`src/rtl/uart_tx_arbiter.sv`:
```
// Round-robin whole-frame arbiter in front of one uart_tx serializer, with a fixed idle gap
// after each byte. Define UART_ARB_TIMEOUT_EN to abort frames that stall in LOAD/WAIT_DONE.
module uart_tx_arbiter #(
  parameter int NUM_REQ        = 2,
  parameter int GAP_CYCLES     = 16,
  parameter int TIMEOUT_CYCLES = 65535
) (
  input  logic                 clk_50M,
  input  logic                 rst_n,
  input  logic [NUM_REQ-1:0]   req_valid,
  input  logic [8*NUM_REQ-1:0] req_data,
  input  logic [NUM_REQ-1:0]   req_last,
  output logic [NUM_REQ-1:0]   byte_ack,
  output logic [NUM_REQ-1:0]   grant,
  output logic [NUM_REQ-1:0]   frame_done,
  output logic [NUM_REQ-1:0]   frame_abort,
  output logic                 arb_busy,
  output logic                 uart_tx_en,
  output logic [7:0]           uart_tx_data,
  input  logic                 uart_tx_done,
  input  logic                 uart_tx_busy
);

  localparam int IW = (NUM_REQ > 1) ? $clog2(NUM_REQ) : 1;

  typedef enum logic [1:0] {ARB, LOAD, WAIT_DONE, GAP} state_t;

  state_t               state_q, state_d;
  logic [IW-1:0]        rr_ptr_q, rr_ptr_d;
  logic [IW-1:0]        gidx_q, gidx_d;
  logic [15:0]          gap_cnt_q, gap_cnt_d;
  logic                 last_q, last_d;
  logic [NUM_REQ-1:0]   grant_q, grant_d;
  logic [NUM_REQ-1:0]   byte_ack_q, byte_ack_d;
  logic [NUM_REQ-1:0]   frame_done_q, frame_done_d;
  logic                 uart_tx_en_q, uart_tx_en_d;
  logic [7:0]           uart_tx_data_q, uart_tx_data_d;
`ifdef UART_ARB_TIMEOUT_EN
  logic [15:0]          stall_cnt_q, stall_cnt_d;
  logic [NUM_REQ-1:0]   frame_abort_q, frame_abort_d;
`endif

  logic                 pick_found;
  logic [IW-1:0]        pick_idx;

  // Scan from farthest to nearest so the requester just after rr_ptr wins.
  always_comb begin
    pick_found = 1'b0;
    pick_idx   = '0;
    for (int k = NUM_REQ; k >= 1; k--) begin
      if (req_valid[(int'(rr_ptr_q) + k) % NUM_REQ]) begin
        pick_found = 1'b1;
        pick_idx   = IW'((int'(rr_ptr_q) + k) % NUM_REQ);
      end
    end
  end

  always_comb begin
    state_d        = state_q;
    rr_ptr_d       = rr_ptr_q;
    gidx_d         = gidx_q;
    gap_cnt_d      = gap_cnt_q;
    last_d         = last_q;
    grant_d        = grant_q;
    uart_tx_data_d = uart_tx_data_q;
    byte_ack_d     = '0;
    frame_done_d   = '0;
    uart_tx_en_d   = 1'b0;
    case (state_q)
      ARB: begin
        if (pick_found && !uart_tx_busy) begin
          grant_d = NUM_REQ'(1) << pick_idx;
          gidx_d  = pick_idx;
          state_d = LOAD;
        end
      end
      LOAD: begin
        if (req_valid[gidx_q]) begin
          uart_tx_data_d = req_data[8*int'(gidx_q) +: 8];
          last_d         = req_last[gidx_q];
          uart_tx_en_d   = 1'b1;
          byte_ack_d     = grant_q;
          state_d        = WAIT_DONE;
        end
      end
      WAIT_DONE: begin
        if (uart_tx_done) begin
          gap_cnt_d = '0;
          state_d   = GAP;
        end
      end
      GAP: begin
        if (gap_cnt_q == 16'(GAP_CYCLES - 1)) begin
          if (last_q) begin
            frame_done_d = grant_q;
            rr_ptr_d     = gidx_q;
            grant_d      = '0;
            state_d      = ARB;
          end else begin
            state_d = LOAD;
          end
        end else begin
          gap_cnt_d = gap_cnt_q + 16'd1;
        end
      end
      default: state_d = ARB;
    endcase
`ifdef UART_ARB_TIMEOUT_EN
    // Counts only cycles that are actually stalled; any byte load or done clears it.
    stall_cnt_d   = '0;
    frame_abort_d = '0;
    if ((state_q == LOAD && !req_valid[gidx_q]) || (state_q == WAIT_DONE && !uart_tx_done)) begin
      if (stall_cnt_q == 16'(TIMEOUT_CYCLES - 1)) begin
        frame_abort_d = grant_q;
        grant_d       = '0;
        rr_ptr_d      = gidx_q;
        state_d       = ARB;
      end else begin
        stall_cnt_d = stall_cnt_q + 16'd1;
      end
    end
`endif
  end

  always_ff @(posedge clk_50M or negedge rst_n) begin
    if (!rst_n) begin
      state_q        <= ARB;
      rr_ptr_q       <= IW'(NUM_REQ - 1);
      gidx_q         <= '0;
      gap_cnt_q      <= '0;
      last_q         <= 1'b0;
      grant_q        <= '0;
      byte_ack_q     <= '0;
      frame_done_q   <= '0;
      uart_tx_en_q   <= 1'b0;
      uart_tx_data_q <= '0;
`ifdef UART_ARB_TIMEOUT_EN
      stall_cnt_q    <= '0;
      frame_abort_q  <= '0;
`endif
    end else begin
      state_q        <= state_d;
      rr_ptr_q       <= rr_ptr_d;
      gidx_q         <= gidx_d;
      gap_cnt_q      <= gap_cnt_d;
      last_q         <= last_d;
      grant_q        <= grant_d;
      byte_ack_q     <= byte_ack_d;
      frame_done_q   <= frame_done_d;
      uart_tx_en_q   <= uart_tx_en_d;
      uart_tx_data_q <= uart_tx_data_d;
`ifdef UART_ARB_TIMEOUT_EN
      stall_cnt_q    <= stall_cnt_d;
      frame_abort_q  <= frame_abort_d;
`endif
    end
  end

  assign grant        = grant_q;
  assign byte_ack     = byte_ack_q;
  assign frame_done   = frame_done_q;
  assign uart_tx_en   = uart_tx_en_q;
  assign uart_tx_data = uart_tx_data_q;
  assign arb_busy     = (state_q != ARB);
`ifdef UART_ARB_TIMEOUT_EN
  assign frame_abort  = frame_abort_q;
`else
  // Evaluates to 0 for every legal TIMEOUT_CYCLES; no abort path exists in this build.
  assign frame_abort  = {NUM_REQ{TIMEOUT_CYCLES < 1}};
`endif

endmodule
```
`config.mk`:
```
export PLATFORM = sky130hd
export DESIGN_NAME = uart_tx_arbiter
export DESIGN_NICKNAME = d
export VERILOG_FILES = /design/src/rtl/uart_tx_arbiter.sv
export SDC_FILE = /design/constraint.sdc
export NUM_CORES = 1
export LEC_CHECK = 0
export CORE_ASPECT_RATIO = 0.6
export CORE_MARGIN = 5
export CORE_UTILIZATION = 35
export CTS_CLUSTER_DIAMETER = 80
export DETAILED_ROUTE_END_ITERATION = 16
export HOLD_SLACK_MARGIN = 0.06
export PLACE_DENSITY = 0.58
export SKIP_LAST_GASP = 1
export SLEW_MARGIN = 20
export SYNTH_ARGS = -nofsm -noshare
export SYNTH_HDL_FRONTEND = slang
export SYNTH_SLANG_ARGS = --single-unit
```
`constraint.sdc`:
```
create_clock -name clk_50M -period 6.25 [get_ports clk_50M]
set_input_delay 1.25 -clock clk_50M [delete_from_list [all_inputs] [get_ports clk_50M]]
set_output_delay 1.25 -clock clk_50M [all_outputs]
set_load 0.01 [all_outputs]
```
==> flow_metrics.env <==
export IMPL_rsz0062_at_grt="false"
export IMPL_clockBufferDepth=2
export IMPL_slew_headroom_pct=32.7
export IMPL_syn_to_final_growth_pct=26.5
export IMPL_drive_above_1_share_pct=7.63
export IMPL_yosys_cell_types_count=42
export IMPL_rows=21
export IMPL_stdcell_area_sq_mm=0.00252
export IMPL_fmax_ghz=0.337
export IMPL_root_buffer="clkbuf_8"
export IMPL_power_density_mw_per_mm2=380
export IMPL_ir_drop_uv=263
export IMPL_dp_hpwl_mm=3.52
export IMPL_synthSimpleGateAreaFrac_pct=17.7
export IMPL_placed_area_sq_mm=0.00241
export IMPL_cp_start_kind="flip-flop"
export IMPL_clkLatencyLatePin_ns=0.29
export IMPL_cts_buffers_inserted=5
export IMPL_first_global_vias=1461
export IMPL_avgRoutedWirePerCell_um=15.9
export IMPL_cp_top_family="buffers and inverters"
export IMPL_setup_ws_ns=3.28
export IMPL_syn_avg_cell_area_sq_um=9.78
export IMPL_yosys_warnings=0
export IMPL_antenna_cells=0
export IMPL_cp_common_cell="inv_1"
export IMPL_worstPathRequired_ns=5.00
export IMPL_antenna_found_initial=0
export IMPL_htree_levels=2
export IMPL_drtAntennaViolNets=0
export IMPL_syn_inst=204
export IMPL_yosys_register_bits=36
export IMPL_overflow=0
export IMPL_drv_slew=0
export IMPL_die_w_um=107
export IMPL_hp_start="uart_tx_data[4]"
export IMPL_cp_arrival_ns=1.72
export IMPL_register_area_sq_um=902
export IMPL_grt_pass1_wl_mm=8.02
export IMPL_slowest_delay_ns=0.48
export IMPL_cts_hold_buf=0
export IMPL_fillerInstances=516
export IMPL_grtUsageTotal_pct=13.9
export IMPL_die_y_um=68.5
export IMPL_reg2reg_from="gap_cnt_q[4]"
export IMPL_status="completed"
export IMPL_worst_hold_path_type="reg2reg"
export IMPL_power_leakage_nw=1.07
export IMPL_setup_violations=0
export IMPL_clkSinkCount=36
export IMPL_io_pins=42
export IMPL_port_buffers=39
export IMPL_setup_tns_ns=0
export IMPL_multiInputGateArea_sq_um=983
export IMPL_fin_nets=264
export IMPL_cts_tree="yes"
export IMPL_drtPass1Iterations=4
export IMPL_holdPathEnd="uart_tx_data[4]"
export IMPL_ff2ff_path_depth=4
export IMPL_drt_initial_drc_count=83
export IMPL_clk_pin_slew_ns=0.08
export IMPL_startpoint="state_q[0]"
export IMPL_synth_top_family_by_area="compound AO/OA/AOI/OAI gates"
export IMPL_cp_end_kind="primary output"
export IMPL_layout_min_cycle_time_ns=2.97
export IMPL_synth_xor_area_share_pct=0
export IMPL_die_area_sq_mm=0.00736
export IMPL_via_per_inst=5.36
export IMPL_fin_crit_sh_pct=47.5
export IMPL_hold_viol=0
export IMPL_synth_flop_cell="dfrtp_1"
export IMPL_seq_area_frac_synth_pct=45.2
export IMPL_synth_area_mux_share_pct=7.27
export IMPL_cap_violations=0
export IMPL_grt_max_degree=37
export IMPL_worst_pin_slew_ns=1.00
export IMPL_synth_area_sq_mm=0.00200
export IMPL_place_gp_congestion=0.759
export IMPL_initial_core_util_pct=36.0
export IMPL_rrSetupSlack_ns=3.67
export IMPL_routed_wl_mm=5.01
export IMPL_pre_cts_slack_ns=3.32
export IMPL_vias=1695
export IMPL_r2r_end="state_q[1]"
export IMPL_critPathSlowestCell="clkdlybuf4s50_1"
export IMPL_finClkSkew_ns=0.00728
export IMPL_core_sq_mm=0.00554
export IMPL_synth_fa_ha_area_share_pct=3.13
export IMPL_postCtsSetupBuffers=0
export IMPL_critPathMaxFanout=7
export IMPL_hold_depth=2
export IMPL_synth_compound_area_share_pct=20.4
export IMPL_drc=0
export IMPL_worstPathCellList="inv_1 -> ha_1 -> inv_1 -> clkdlybuf4s50_1"
export IMPL_async_reset_ff_share_pct=100
export IMPL_synth_edf_count=0
export IMPL_critical_path_buf_inv_count=3
export IMPL_timing_worst_setup_path_type="reg2out"
export IMPL_cts_resized=0
==> flip-flops by register name (all words and copies together), names as in the netlist, 2 cells and up <==
signal	cells
state_q	2
byte_ack	2
frame_done	2
grant	2
gap_cnt_q	16
uart_tx_data	8
==> stage by stage <==
step	instances	power [mW]	hold slack (ns)	util [%]
after floorplan	205	0.589	0.450	-
after global placement	308	0.749	0.466	43.5
after detailed placement	308	0.753	0.471	43.5
after CTS	316	0.964	0.489	45.5
after global routing	316	1.03	0.512	45.5
final	316	0.959	0.485	45.5
==> logic make-up (layout without fill, tap and decap cells) <==
logic type,count (synthesis),in the layout
flip-flops,36,36
other,1,2
adder cells (fa/ha/maj),5,5
AND/OR/NAND/NOR,63,63
multiplexers,14,14
buffers and inverters,26,57
AO/OA/AOI/OAI,59,59
==> how the worst max path moves through the flow <==
stage	slack [ns]	cells after the start	to
2_1_floorplan	3.81	6	state_q[1]
4_1_cts	3.28	4	arb_busy
6_report	3.28	4	arb_busy
3_5_place_dp	3.32	4	gap_cnt_q[10]
5_1_grt	3.15	4	arb_busy
3_3_place_gp	3.39	4	gap_cnt_q[12]
==> layout by cell type, fill, tap and decap left out, types with 3 or more instances in the layout <==
cell / count
clkdlybuf4s50_1: 38
dfrtp_1: 35
o31ai_1: 25
nand2_1: 18
o21ai_0: 16
mux2i_1: 10
inv_1: 9
nand3_1: 9
nand4_1: 7
nor2_1: 5
ha_1: 5
clkbuf_8: 5
a31oi_1: 4
nor3_1: 4
mux2_2: 3
or4_1: 3
and3_1: 3
a21oi_1: 3
o41ai_1: 3
==> final cells by class <==
| class | count | area share (%) |
|---|---|---|
| clock buffer | 5 | 2.73 |
| clock inverter | 3 | 1.69 |
| inverter | 9 | 1.34 |
| multi-input combinational | 143 | 39.0 |
| sequential | 36 | 35.7 |
| tap | 80 | 3.97 |
| timing repair buffer | 40 | 15.6 |
==> worst reg2reg max path, delay by kind of cell, from the launching register on <==
kind            cells  cell delay (ns)
simple gates        2             1.22
flops               1             0.51
compound gates      1             0.42
mux                 1             0.32
==> per-layer routing <==
layer	wire, um	part of all wire (%)	up-vias	track usage [%]
li1	-	-	834	-
met1	2780	55	802	23.9
met2	1830	36	57	16.2
met3	371	7.4	2	3.16
met4	36	0.72	0	3.46
met5	0	0	-	0
==> power by group <==
group	switching (mW)	internal [mW]	leakage [nW]
logic	0.217	0.185	0.542
registers	0.0574	0.290	0.474
clock network	0.0912	0.118	0.0541
total	0.365	0.593	1.07
==> synthesized netlist by cell type (all sizes together), types with 5 or more instances <==
| master | instances | area (sq um) |
|---|---|---|
| nand3 | 9 | 45.0 |
| buf | 7 | 51.3 |
| o21ai | 16 | 80.1 |
| nor2 | 5 | 18.8 |
| mux2i | 10 | 100 |
| dfrtp | 35 | 876 |
| o31ai | 25 | 188 |
| ha | 5 | 62.6 |
| nand2 | 18 | 67.6 |
| nand4 | 7 | 43.8 |
| inv | 9 | 33.8 |
| clkbuf | 10 | 37.5 |
| or4 | 5 | 45.0 |
(Power assumes the default switching activity.)
